==> config.mk <==
export PLATFORM = sky130hd
export DESIGN_NAME = cpu_sequencer_flat
export DESIGN_NICKNAME = d
export VERILOG_FILES = /design/src/rtl/cpu_pkg.sv /design/src/rtl/cpu_sequencer_if.sv /design/src/rtl/cpu_decode.sv /design/src/rtl/cpu_sequencer.sv /design/src/flat_wrapper.sv
export SDC_FILE = /design/constraint.sdc
export NUM_CORES = 1
export LEC_CHECK = 0
export BUFFER_PORTS_ARGS = -buffer_cell sky130_fd_sc_hd__clkbuf_2
export CAP_MARGIN = 20
export CORE_MARGIN = 2
export CORE_UTILIZATION = 49
export DETAILED_ROUTE_END_ITERATION = 8
export PLACE_DENSITY = 0.88
export SLEW_MARGIN = 0
export SYNTH_ARGS = -nofsm -noshare
export SYNTH_HDL_FRONTEND = slang
export SYNTH_SLANG_ARGS = --single-unit
==> constraint.sdc <==
create_clock -name clk -period 1.65 [get_ports clk]
set_input_delay 0.165 -clock clk [delete_from_list [all_inputs] [get_ports clk]]
set_output_delay 0.165 -clock clk [all_outputs]
set_load 0.01 [all_outputs]
==> src/rtl/cpu_pkg.sv <==
// Shared types and constants for the RISC control sequencer: FSM states,
// instruction classes, opcode/op encodings, ALU operations and field positions.
package cpu_pkg;

  typedef enum logic [2:0] {
    ST_WAIT      = 3'd0,
    ST_DECODE    = 3'd1,
    ST_GET_A     = 3'd2,
    ST_GET_B     = 3'd3,
    ST_ALU       = 3'd4,
    ST_WRITE_REG = 3'd5,
    ST_WRITE_IMM = 3'd6
  } state_t;

  typedef enum logic [2:0] {
    CL_MOVI    = 3'd0,
    CL_MOVR    = 3'd1,
    CL_ALU3    = 3'd2,
    CL_CMP     = 3'd3,
    CL_MVN     = 3'd4,
    CL_ILLEGAL = 3'd5
  } iclass_t;

  localparam logic [2:0] OPC_MOV = 3'b110;
  localparam logic [2:0] OPC_ALU = 3'b101;

  localparam logic [1:0] OP_MOVI = 2'b10;
  localparam logic [1:0] OP_MOVR = 2'b00;
  localparam logic [1:0] OP_ADD  = 2'b00;
  localparam logic [1:0] OP_CMP  = 2'b01;
  localparam logic [1:0] OP_AND  = 2'b10;
  localparam logic [1:0] OP_MVN  = 2'b11;

  localparam logic [1:0] ALU_ADD  = 2'b00;
  localparam logic [1:0] ALU_SUB  = 2'b01;
  localparam logic [1:0] ALU_AND  = 2'b10;
  localparam logic [1:0] ALU_NOTB = 2'b11;

  localparam int OPC_MSB = 15;
  localparam int OPC_LSB = 13;
  localparam int OP_MSB  = 12;
  localparam int OP_LSB  = 11;
  localparam int RN_MSB  = 10;
  localparam int RN_LSB  = 8;
  localparam int RD_MSB  = 7;
  localparam int RD_LSB  = 5;
  localparam int SH_MSB  = 4;
  localparam int SH_LSB  = 3;
  localparam int RM_MSB  = 2;
  localparam int RM_LSB  = 0;
  localparam int IMM_MSB = 7;
  localparam int IMM_LSB = 0;

  function automatic logic [15:0] sext8(input logic [7:0] v);
    return {{8{v[7]}}, v};
  endfunction

endpackage

==> src/rtl/cpu_sequencer_if.sv <==
// Handshake and datapath-control bundle between the sequencer (slave) and
// whatever issues instructions and consumes the control lines (master).
interface cpu_sequencer_if;
  logic        s;
  logic [15:0] instr;
  logic        w;
  logic        illegal;
  logic [2:0]  rnum;
  logic        write;
  logic        vsel;
  logic        loada;
  logic        loadb;
  logic        loadc;
  logic        loads;
  logic        asel;
  logic [1:0]  shift;
  logic [1:0]  ALUop;
  logic [15:0] sximm8;
  logic [15:0] retire_count;

  modport master (
    output s, instr,
    input  w, illegal, rnum, write, vsel, loada, loadb, loadc, loads,
           asel, shift, ALUop, sximm8, retire_count
  );

  modport slave (
    input  s, instr,
    output w, illegal, rnum, write, vsel, loada, loadb, loadc, loads,
           asel, shift, ALUop, sximm8, retire_count
  );
endinterface

==> src/rtl/cpu_decode.sv <==
// Combinational instruction decoder: splits the latched word into fields,
// classifies it and maps it onto an ALU operation.
module cpu_decode
  import cpu_pkg::*;
(
  input  logic [15:0] ir_i,
  output logic [2:0]  rn_o,
  output logic [2:0]  rd_o,
  output logic [2:0]  rm_o,
  output logic [1:0]  sh_o,
  output logic [15:0] sximm8_o,
  output iclass_t     iclass_o,
  output logic [1:0]  alu_op_o
);

  logic [2:0] opc_s;
  logic [1:0] op_s;

  assign opc_s    = ir_i[OPC_MSB:OPC_LSB];
  assign op_s     = ir_i[OP_MSB:OP_LSB];
  assign rn_o     = ir_i[RN_MSB:RN_LSB];
  assign rd_o     = ir_i[RD_MSB:RD_LSB];
  assign rm_o     = ir_i[RM_MSB:RM_LSB];
  assign sh_o     = ir_i[SH_MSB:SH_LSB];
  assign sximm8_o = sext8(ir_i[IMM_MSB:IMM_LSB]);

  // Instruction class from opcode/op; anything unlisted is illegal.
  always_comb begin
    iclass_o = CL_ILLEGAL;
    case (opc_s)
      OPC_MOV: begin
        case (op_s)
          OP_MOVI: iclass_o = CL_MOVI;
          OP_MOVR: iclass_o = CL_MOVR;
          default: iclass_o = CL_ILLEGAL;
        endcase
      end
      OPC_ALU: begin
        case (op_s)
          OP_ADD:  iclass_o = CL_ALU3;
          OP_CMP:  iclass_o = CL_CMP;
          OP_AND:  iclass_o = CL_ALU3;
          OP_MVN:  iclass_o = CL_MVN;
          default: iclass_o = CL_ILLEGAL;
        endcase
      end
      default: iclass_o = CL_ILLEGAL;
    endcase
  end

  // MOV reg rides the adder as 0 + B, so it shares ALU_ADD with ADD.
  always_comb begin
    alu_op_o = ALU_ADD;
    case (iclass_o)
      CL_ALU3: begin
        if (op_s == OP_AND) begin
          alu_op_o = ALU_AND;
        end else begin
          alu_op_o = ALU_ADD;
        end
      end
      CL_CMP:  alu_op_o = ALU_SUB;
      CL_MVN:  alu_op_o = ALU_NOTB;
      default: alu_op_o = ALU_ADD;
    endcase
  end

endmodule

==> src/rtl/cpu_sequencer.sv <==
// Control FSM for the simple RISC datapath: latches an instruction on the
// start handshake and steps register read, operate and write-back.
module cpu_sequencer
  import cpu_pkg::*;
(
  input  logic           clk,
  input  logic           reset_n,
  cpu_sequencer_if.slave bus
);

  state_t      state_q, state_d;
  logic [15:0] ir_q, ir_d;
  logic [15:0] retire_q, retire_d;

  logic [2:0]  rn_s, rd_s, rm_s;
  logic [1:0]  sh_s, alu_op_s;
  logic [15:0] sximm8_s;
  iclass_t     iclass_s;

  cpu_decode u_decode (
    .ir_i     (ir_q),
    .rn_o     (rn_s),
    .rd_o     (rd_s),
    .rm_o     (rm_s),
    .sh_o     (sh_s),
    .sximm8_o (sximm8_s),
    .iclass_o (iclass_s),
    .alu_op_o (alu_op_s)
  );

  assign bus.sximm8       = sximm8_s;
  assign bus.retire_count = retire_q;

  // State, instruction and retire-count registers.
  always_ff @(posedge clk or negedge reset_n) begin
    if (!reset_n) begin
      state_q  <= ST_WAIT;
      ir_q     <= 16'h0000;
      retire_q <= 16'h0000;
    end else begin
      state_q  <= state_d;
      ir_q     <= ir_d;
      retire_q <= retire_d;
    end
  end

  // Next state and Moore control outputs, decoded from state and ir only.
  always_comb begin
    state_d     = state_q;
    ir_d        = ir_q;
    retire_d    = retire_q;
    bus.w       = 1'b0;
    bus.illegal = 1'b0;
    bus.rnum    = 3'd0;
    bus.write   = 1'b0;
    bus.vsel    = 1'b0;
    bus.loada   = 1'b0;
    bus.loadb   = 1'b0;
    bus.loadc   = 1'b0;
    bus.loads   = 1'b0;
    bus.asel    = 1'b0;
    bus.shift   = 2'b00;
    bus.ALUop   = 2'b00;
    case (state_q)
      ST_WAIT: begin
        bus.w = 1'b1;
        if (bus.s) begin
          ir_d    = bus.instr;
          state_d = ST_DECODE;
        end else begin
          state_d = ST_WAIT;
        end
      end
      ST_DECODE: begin
        case (iclass_s)
          CL_MOVI:         state_d = ST_WRITE_IMM;
          CL_MOVR, CL_MVN: state_d = ST_GET_B;
          CL_ALU3, CL_CMP: state_d = ST_GET_A;
          default: begin
            bus.illegal = 1'b1;
            state_d     = ST_WAIT;
          end
        endcase
      end
      ST_GET_A: begin
        bus.rnum  = rn_s;
        bus.loada = 1'b1;
        state_d   = ST_GET_B;
      end
      ST_GET_B: begin
        bus.rnum  = rm_s;
        bus.loadb = 1'b1;
        state_d   = ST_ALU;
      end
      ST_ALU: begin
        bus.shift = sh_s;
        bus.ALUop = alu_op_s;
        bus.asel  = (iclass_s == CL_MOVR);
        if (iclass_s == CL_CMP) begin
          bus.loads = 1'b1;
          retire_d  = retire_q + 16'd1;
          state_d   = ST_WAIT;
        end else begin
          bus.loadc = 1'b1;
          state_d   = ST_WRITE_REG;
        end
      end
      ST_WRITE_REG: begin
        bus.rnum  = rd_s;
        bus.write = 1'b1;
        retire_d  = retire_q + 16'd1;
        state_d   = ST_WAIT;
      end
      ST_WRITE_IMM: begin
        bus.rnum  = rn_s;
        bus.vsel  = 1'b1;
        bus.write = 1'b1;
        retire_d  = retire_q + 16'd1;
        state_d   = ST_WAIT;
      end
      default: state_d = ST_WAIT;
    endcase
  end

endmodule

==> src/flat_wrapper.sv <==
// flat-port wrapper written by rule: the top's interface ports become plain ports
module cpu_sequencer_flat import cpu_pkg::*;
  (clk, reset_n, bus_s, bus_instr, bus_w, bus_illegal, bus_rnum, bus_write, bus_vsel, bus_loada, bus_loadb, bus_loadc, bus_loads, bus_asel, bus_shift, bus_ALUop, bus_sximm8, bus_retire_count);
  cpu_sequencer_if bus_i ();
  input  logic clk;
  input  logic reset_n;
  input wire logic [$bits(bus_i.s)-1:0] bus_s;
  input wire logic [$bits(bus_i.instr)-1:0] bus_instr;
  output wire logic [$bits(bus_i.w)-1:0] bus_w;
  output wire logic [$bits(bus_i.illegal)-1:0] bus_illegal;
  output wire logic [$bits(bus_i.rnum)-1:0] bus_rnum;
  output wire logic [$bits(bus_i.write)-1:0] bus_write;
  output wire logic [$bits(bus_i.vsel)-1:0] bus_vsel;
  output wire logic [$bits(bus_i.loada)-1:0] bus_loada;
  output wire logic [$bits(bus_i.loadb)-1:0] bus_loadb;
  output wire logic [$bits(bus_i.loadc)-1:0] bus_loadc;
  output wire logic [$bits(bus_i.loads)-1:0] bus_loads;
  output wire logic [$bits(bus_i.asel)-1:0] bus_asel;
  output wire logic [$bits(bus_i.shift)-1:0] bus_shift;
  output wire logic [$bits(bus_i.ALUop)-1:0] bus_ALUop;
  output wire logic [$bits(bus_i.sximm8)-1:0] bus_sximm8;
  output wire logic [$bits(bus_i.retire_count)-1:0] bus_retire_count;
  assign bus_i.s = bus_s;
  assign bus_i.instr = bus_instr;
  assign bus_w = bus_i.w;
  assign bus_illegal = bus_i.illegal;
  assign bus_rnum = bus_i.rnum;
  assign bus_write = bus_i.write;
  assign bus_vsel = bus_i.vsel;
  assign bus_loada = bus_i.loada;
  assign bus_loadb = bus_i.loadb;
  assign bus_loadc = bus_i.loadc;
  assign bus_loads = bus_i.loads;
  assign bus_asel = bus_i.asel;
  assign bus_shift = bus_i.shift;
  assign bus_ALUop = bus_i.ALUop;
  assign bus_sximm8 = bus_i.sximm8;
  assign bus_retire_count = bus_i.retire_count;
  cpu_sequencer u_core (.clk(clk), .reset_n(reset_n), .bus(bus_i));
endmodule
# After elaboration in Yosys (flattened, before gate mapping)
# Cells that the tools add are included.
# word_totals
latch_bits	0
input_bits	19
output_inout_bits	48
word_cells	58
reg_bits	35
ramBits	0
mem_count	0
mem_bits_ro	0
# op_classes
magnitude_cmp	0
multipliers	0
shifts	0
bitwise	0
div_mod_pow	0
addsub	1
reduce_logical	12
eq_ne	16
n_mux	26
# ops
cell	count
one-hot mux 16 bit (2 select lines)	1
one-hot mux 3 bit (3 select lines)	3
equality test 3 bit (second input constant)	6
adder 16 x 1 -> 16 bit (second input constant)	1
2-to-1 mux 16 bit	1
one-hot mux 3 bit (5 select lines)	1
2-to-1 mux 1 bit	13
equality test 3 x 2 -> 1 bit (second input constant)	4
one-hot mux 3 bit (2 select lines)	2
OR reduction 2 bit	5
equality test 3 x 1 -> 1 bit (second input constant)	2
zero test 3 bit	2
2-to-1 mux 2 bit	3
one-hot mux 2 bit (3 select lines)	1
OR reduction 5 bit	1
equality test 2 bit (second input constant)	2
AND reduction 2 bit	2
2-to-1 mux 3 bit	1
equality test 2 x 1 -> 1 bit (second input constant)	1
zero test 2 bit	1
inequality test 2 x 1 -> 1 bit (second input constant)	1
nonzero test 2 bit	1

# Longest topological paths before layout
# logic_depth
depth_word	8
mapped_depth	6
ltp_nobuf	4

# Hierarchy
# From an unflattened synthesis, not the netlist that was laid out.
# unflattened
cells_unflattened	190
area_unflattened_um2	2079.5
# modules_own_cells
mod	seq_area_each_um2	n_inst	area_each_um2	cells_each
cpu_sequencer	875.8	1	1798.0	150
cpu_decode	0.0	1	281.5	40

# Least setup slack after synthesis
# OpenSTA, ideal clock, no wires.
# synth_timing
kind	register to register
startpoint	reg u_core.state_q[1]
endpoint	reg u_core.ir_q[0]
n_path_buf	2
stages_incl_launch_ff	6
period_less_slack_ps	1689
arrival_ps	1564
slack_ps	-39
setup_time_ps	125
required_time_ps	1525
cell_sequence	dfrtp_1 buf_6 nor3_1 and2_1 buf_2 mux2_2
# synth_between
elab_chain_cells	2
# synth_rtl
item	line	source
start: declaration	cpu_sequencer.sv:11	state_t state_q, state_d;
start signal: assignment	cpu_sequencer.sv:41	state_q <= state_d;
zero test 3 bit	cpu_sequencer.sv:64	case (state_q)
AND reduction 2 bit (no source line)	-	
end signal: assignment	cpu_sequencer.sv:42	ir_q <= ir_d;
end: declaration	cpu_sequencer.sv:12	logic [15:0] ir_q, ir_d;
# Every way passes these cells.
# A chain may end at the register's enable or synchronous reset.

# Worst setup path in the final report
# layout_timing
startpoint	reg u_core.state_q[0]
endpoint	out bus_rnum[0]
# layout_between
elab_chain_cells	3
word_cells_on_any_way	6
cone_classes	eq/ne: 4; mux: 1; reduce/logical: 1
# layout_rtl
item	line	source
equality test 3 bit / equality test 3 x 2 -> 1 bit (equally long branches)	cpu_sequencer.sv:64	
OR reduction 2 bit (no source line)	-	
one-hot mux 3 bit (3 select lines) *	cpu_sequencer.sv:64	
end: declaration	flat_wrapper.sv:11	output wire logic [$bits(bus_i.rnum)-1:0] bus_rnum;
# Mark *: on every way between the ends. The rest lies on a longest branch, timed or not.

==> qor.csv <==
stage,metric,value,unit
clock_tree,max-clock-path-buffers,2,
worst_setup_path,worst_r2r_startpoint,u_core.ir_q[14]$_DFFE_PN0P_,
finish,area.growth.synth_to_final,34.5,%
power_and_ir_drop,ir_drop,0.00103,V
global_route,grt_max_degree,36,
timing,grt_setup_unrepaired,true,
worst_setup_path,start_point_of_the_critical_path,u_core.state_q[0]$_DFF_PN0_,
power_and_ir_drop,clockPowerShare,0.164,
clock_tree,clock_buffer_count_from_cts,5,
timing,finalMaxSlewViolations,0,
worst_setup_path,worst-endpoint-required,1.48,ns
clock_tree,cts-root-buf,sky130_fd_sc_hd__clkbuf_8,
synth,synth_top_cell_by_area,sky130_fd_sc_hd__dfrtp_1,
worst_setup_path,worst-endpoint-arrival,1.53,ns
place,dp_hpwl,3080,µm
timing,min_period,1.70,ns
clock_tree,clk-insertion-delay-late,0.29,ns
drt,num_vias,1589,
timing,worstMarginPinSlew,0.450,ns
synth,async_reset_ff_frac,1.00,
place,place_ws,-0.0679,ns
synth,netlist-cell-type-count,33,
place,gp_congestion,0.827,
synth,synthesis.nets,195,
synth,synthCells,175,
timing,setup_viol,7,
floorplan,io-pin-count,67,
drt,drc,0,
floorplan,initial_utilization,0.510,
synth,synth.cells.most_frequent,"sky130_fd_sc_hd__dfrtp_1, sky130_fd_sc_hd__nand2_1, sky130_fd_sc_hd__buf_4",
floorplan,design.core.area,3660,µm²
min_path,hold_path_class,input port to register,
power_and_ir_drop,share_seq_of_total_power,0.327,
finish,finish.utilization,0.686,
finish,design.final.nets,272,
synth,synth-seq-area-share,0.469,
power_and_ir_drop,areal_power_density_over_the_cells,1660,nW/µm²
floorplan,floorplan.die_area,4320,µm²
synth,yosys.cell_count.top_type,sky130_fd_sc_hd__dfrtp_1,
synth,post_synth_main_area_contributors,"sky130_fd_sc_hd__dfrtp_1, sky130_fd_sc_hd__mux2_2, sky130_fd_sc_hd__buf_4, sky130_fd_sc_hd__xor2_1, sky130_fd_sc_hd__nand2_1",
timing,setup_slack,-0.0464,ns
place,place_area,2240,µm²
clock_tree,path_clk_slew,0.07,ns
synth,synth_ff_type,sky130_fd_sc_hd__dfrtp_1,
job,cap_violations,0,
power_and_ir_drop,net_switching_fraction_of_the_power,0.395,
timing,min_period_over_period,1.03,
floorplan,dieHeight,65.7,µm
synth,synth-edff-count,0,
global_route,globalRouteOverflowTotal,0,
drt,drt_pass1_iterations,4,
synth,synth.top_cell.area_share,0.469,
timing,max-slew-margin-rel,0.700,
min_path,hp-start,bus_instr[8],
drt,route.antenna.remaining_nets,0,
worst_setup_path,cp-start-kind,register,
worst_setup_path,timing.critical_path.to_type,output port,
place,placed_cells,286,
synth,synth_area_per_cell,10.7,µm²
drt,drt-vias-per-instance,5.28,
run_status,outcome,"complete, but fails checks",
worst_setup_path,worst-path-max-fanout,7,
floorplan,dieWidth,65.7,µm
drt,drt_iter0_drc,104,
global_route,grt_use_total,0.213,
synth,synth-warning-count,0,
synth,yosys_register_bits,35,
clock_tree,cts_sinks,35,
global_route,first_global_vias,1544,
floorplan,fp-row-count,22,
worst_setup_path,path_class,register to output port,
finish,finalNonFillerCells,301,
worst_setup_path,r2r.worst_path.cells,4,
global_route,grt_antenna_before_repair,0,
power_and_ir_drop,cell_internal_power_dissipation,0.00252,W
drt,detail_route.wirelength,4850,µm
clock_tree,ctsHtreeMaxLevel,2,
timing,max_clock_freq,589,MHz
finish,footprint_of_the_flip_flops_and_latches,877,µm²
synth,netlist_area,1870,µm²
global_route,grt_first_pass_wirelength,6930,µm
clock_tree,cts_tree,yes,
timing,fin_worst_skew,0.00861,ns
place,place.port_buffers,66,
finish,multiInputGateArea,893,µm²
finish,antennaDiodeCount,0,
power_and_ir_drop,gate_power_share,0.509,
timing,final_hold_viol_count,0,
drt,detail_route.wl_per_cell,16.1,µm
power_and_ir_drop,total_switching_power,0.00165,W
finish,drive_gt1_frac,0.538,
min_path,timing.hold.worst_path_depth,3,
run_status,failed_checks,setup timing,
finish,stdcell_area,2510,µm²
finish,fillerInstances,274,
power_and_ir_drop,cell_leakage_power,1.31,nW
-- what timing repair did --
action                     CTS  global route
hold buffers                 1             0
resized for setup           13            26
pin swaps                    1             7
buffers inserted             3             3
setup endpoints to repair   17            36
hold endpoints to repair    35             0
-- cells by family after synthesis --
| group | after synthesis | synth area share |
|---|---|---|
| muxes | 14 | 0.0844 |
| buffers and inverters | 27 | 0.0985 |
| DFF | 35 | 0.469 |
| AOI/OAI and AO/OA | 16 | 0.0590 |
| and+or+nand+nor | 66 | 0.207 |
| xor gates and xnor gates | 16 | 0.0751 |
| adders and majority gates | 1 | 0.00670 |
-- state kept, by name, indices dropped and copies added (netlist names) --
| signal | count |
|---|---|
| u_core.state_q | 3 |
| u_core.ir_q | 16 |
| u_core.bus.retire_count | 16 |
-- through the flow --
stage / total power, W / TNS (ns) / hold slack (ns)
floorplan: 0.00265 / 0 / -0.131
global placement: 0.00304 / 0 / 0.220
detailed placement: 0.00310 / -0.300 / 0.224
CTS: 0.00394 / -0.0357 / 0.0848
global route: 0.00441 / -1.75 / 0.108
finish: 0.00417 / -0.160 / 0.0849
-- path summary, 6_finish.rpt --
kind,slack (ns),to
setup / recovery,-0.05,bus_rnum[0]
hold / removal,0.08,u_core.ir_q[8]$_DFFE_PN0P_
setup reg to reg,-0.02,u_core.bus.retire_count[13]$_DFFE_PN0P_
hold reg to reg,0.50,u_core.bus.retire_count[15]$_DFFE_PN0P_
max in group asynchronous,0.85,u_core.state_q[1]$_DFF_PN0_
min in group asynchronous,0.46,u_core.ir_q[6]$_DFFE_PN0P_
-- per-layer routing --
layer,wire length [µm],track usage
met1,1870,0.252
met2,2620,0.361
met3,244,0.0360
met4,118,0.128
met5,0,0
-- placed cells by master (no fill, tap or decap), types with 2 or more instances in the layout --
master / instances
sky130_fd_sc_hd__dfrtp_1: 34
sky130_fd_sc_hd__nor2b_1: 2
sky130_fd_sc_hd__and2_1: 4
sky130_fd_sc_hd__a32o_1: 3
sky130_fd_sc_hd__nand4_1: 3
sky130_fd_sc_hd__nor3_2: 6
sky130_fd_sc_hd__nand2_1: 17
sky130_fd_sc_hd__o21ai_1: 3
sky130_fd_sc_hd__o21ai_0: 5
sky130_fd_sc_hd__buf_2: 8
sky130_fd_sc_hd__nor2_1: 7
sky130_fd_sc_hd__nor4_1: 3
sky130_fd_sc_hd__nor4_2: 2
sky130_fd_sc_hd__mux2_2: 14
sky130_fd_sc_hd__nand2b_1: 2
sky130_fd_sc_hd__nand3_1: 3
sky130_fd_sc_hd__inv_1: 5
sky130_fd_sc_hd__nor3b_2: 2
sky130_fd_sc_hd__clkbuf_2: 57
sky130_fd_sc_hd__buf_4: 19
sky130_fd_sc_hd__and3_1: 2
sky130_fd_sc_hd__xnor2_1: 2
sky130_fd_sc_hd__buf_6: 6
sky130_fd_sc_hd__xor2_1: 14
sky130_fd_sc_hd__clkbuf_8: 7
-- power by group through the flow --
stage	registers (W)	clock network (W)	logic, W
2_1_floorplan	0.00134	0	0.00131
3_3_place_gp	0.00135	0	0.00169
3_5_place_dp	0.00137	0	0.00173
4_1_cts	0.00135	0.000681	0.00191
5_1_grt	0.00140	0.000736	0.00227
6_report	0.00137	0.000683	0.00212
-- worst max-delay path, cell delays in order, from the launching register on --
cell                      delay, ns
sky130_fd_sc_hd__dfrtp_1       0.42
sky130_fd_sc_hd__buf_6         0.16
sky130_fd_sc_hd__nor2b_4       0.17
sky130_fd_sc_hd__nand2_1       0.06
sky130_fd_sc_hd__o21ai_1       0.11
sky130_fd_sc_hd__a32o_1        0.18
sky130_fd_sc_hd__buf_2         0.14
-- area by class of cell --
class | instances | share of cell area
Multi-Input combinational cell | 113 | 0.356
Sequential cell | 35 | 0.349
Timing Repair Buffer | 92 | 0.223
Clock buffer | 8 | 0.0399
Tap cell | 48 | 0.0239
Inverter | 5 | 0.00748
Power figures use the tool's default switching activity.
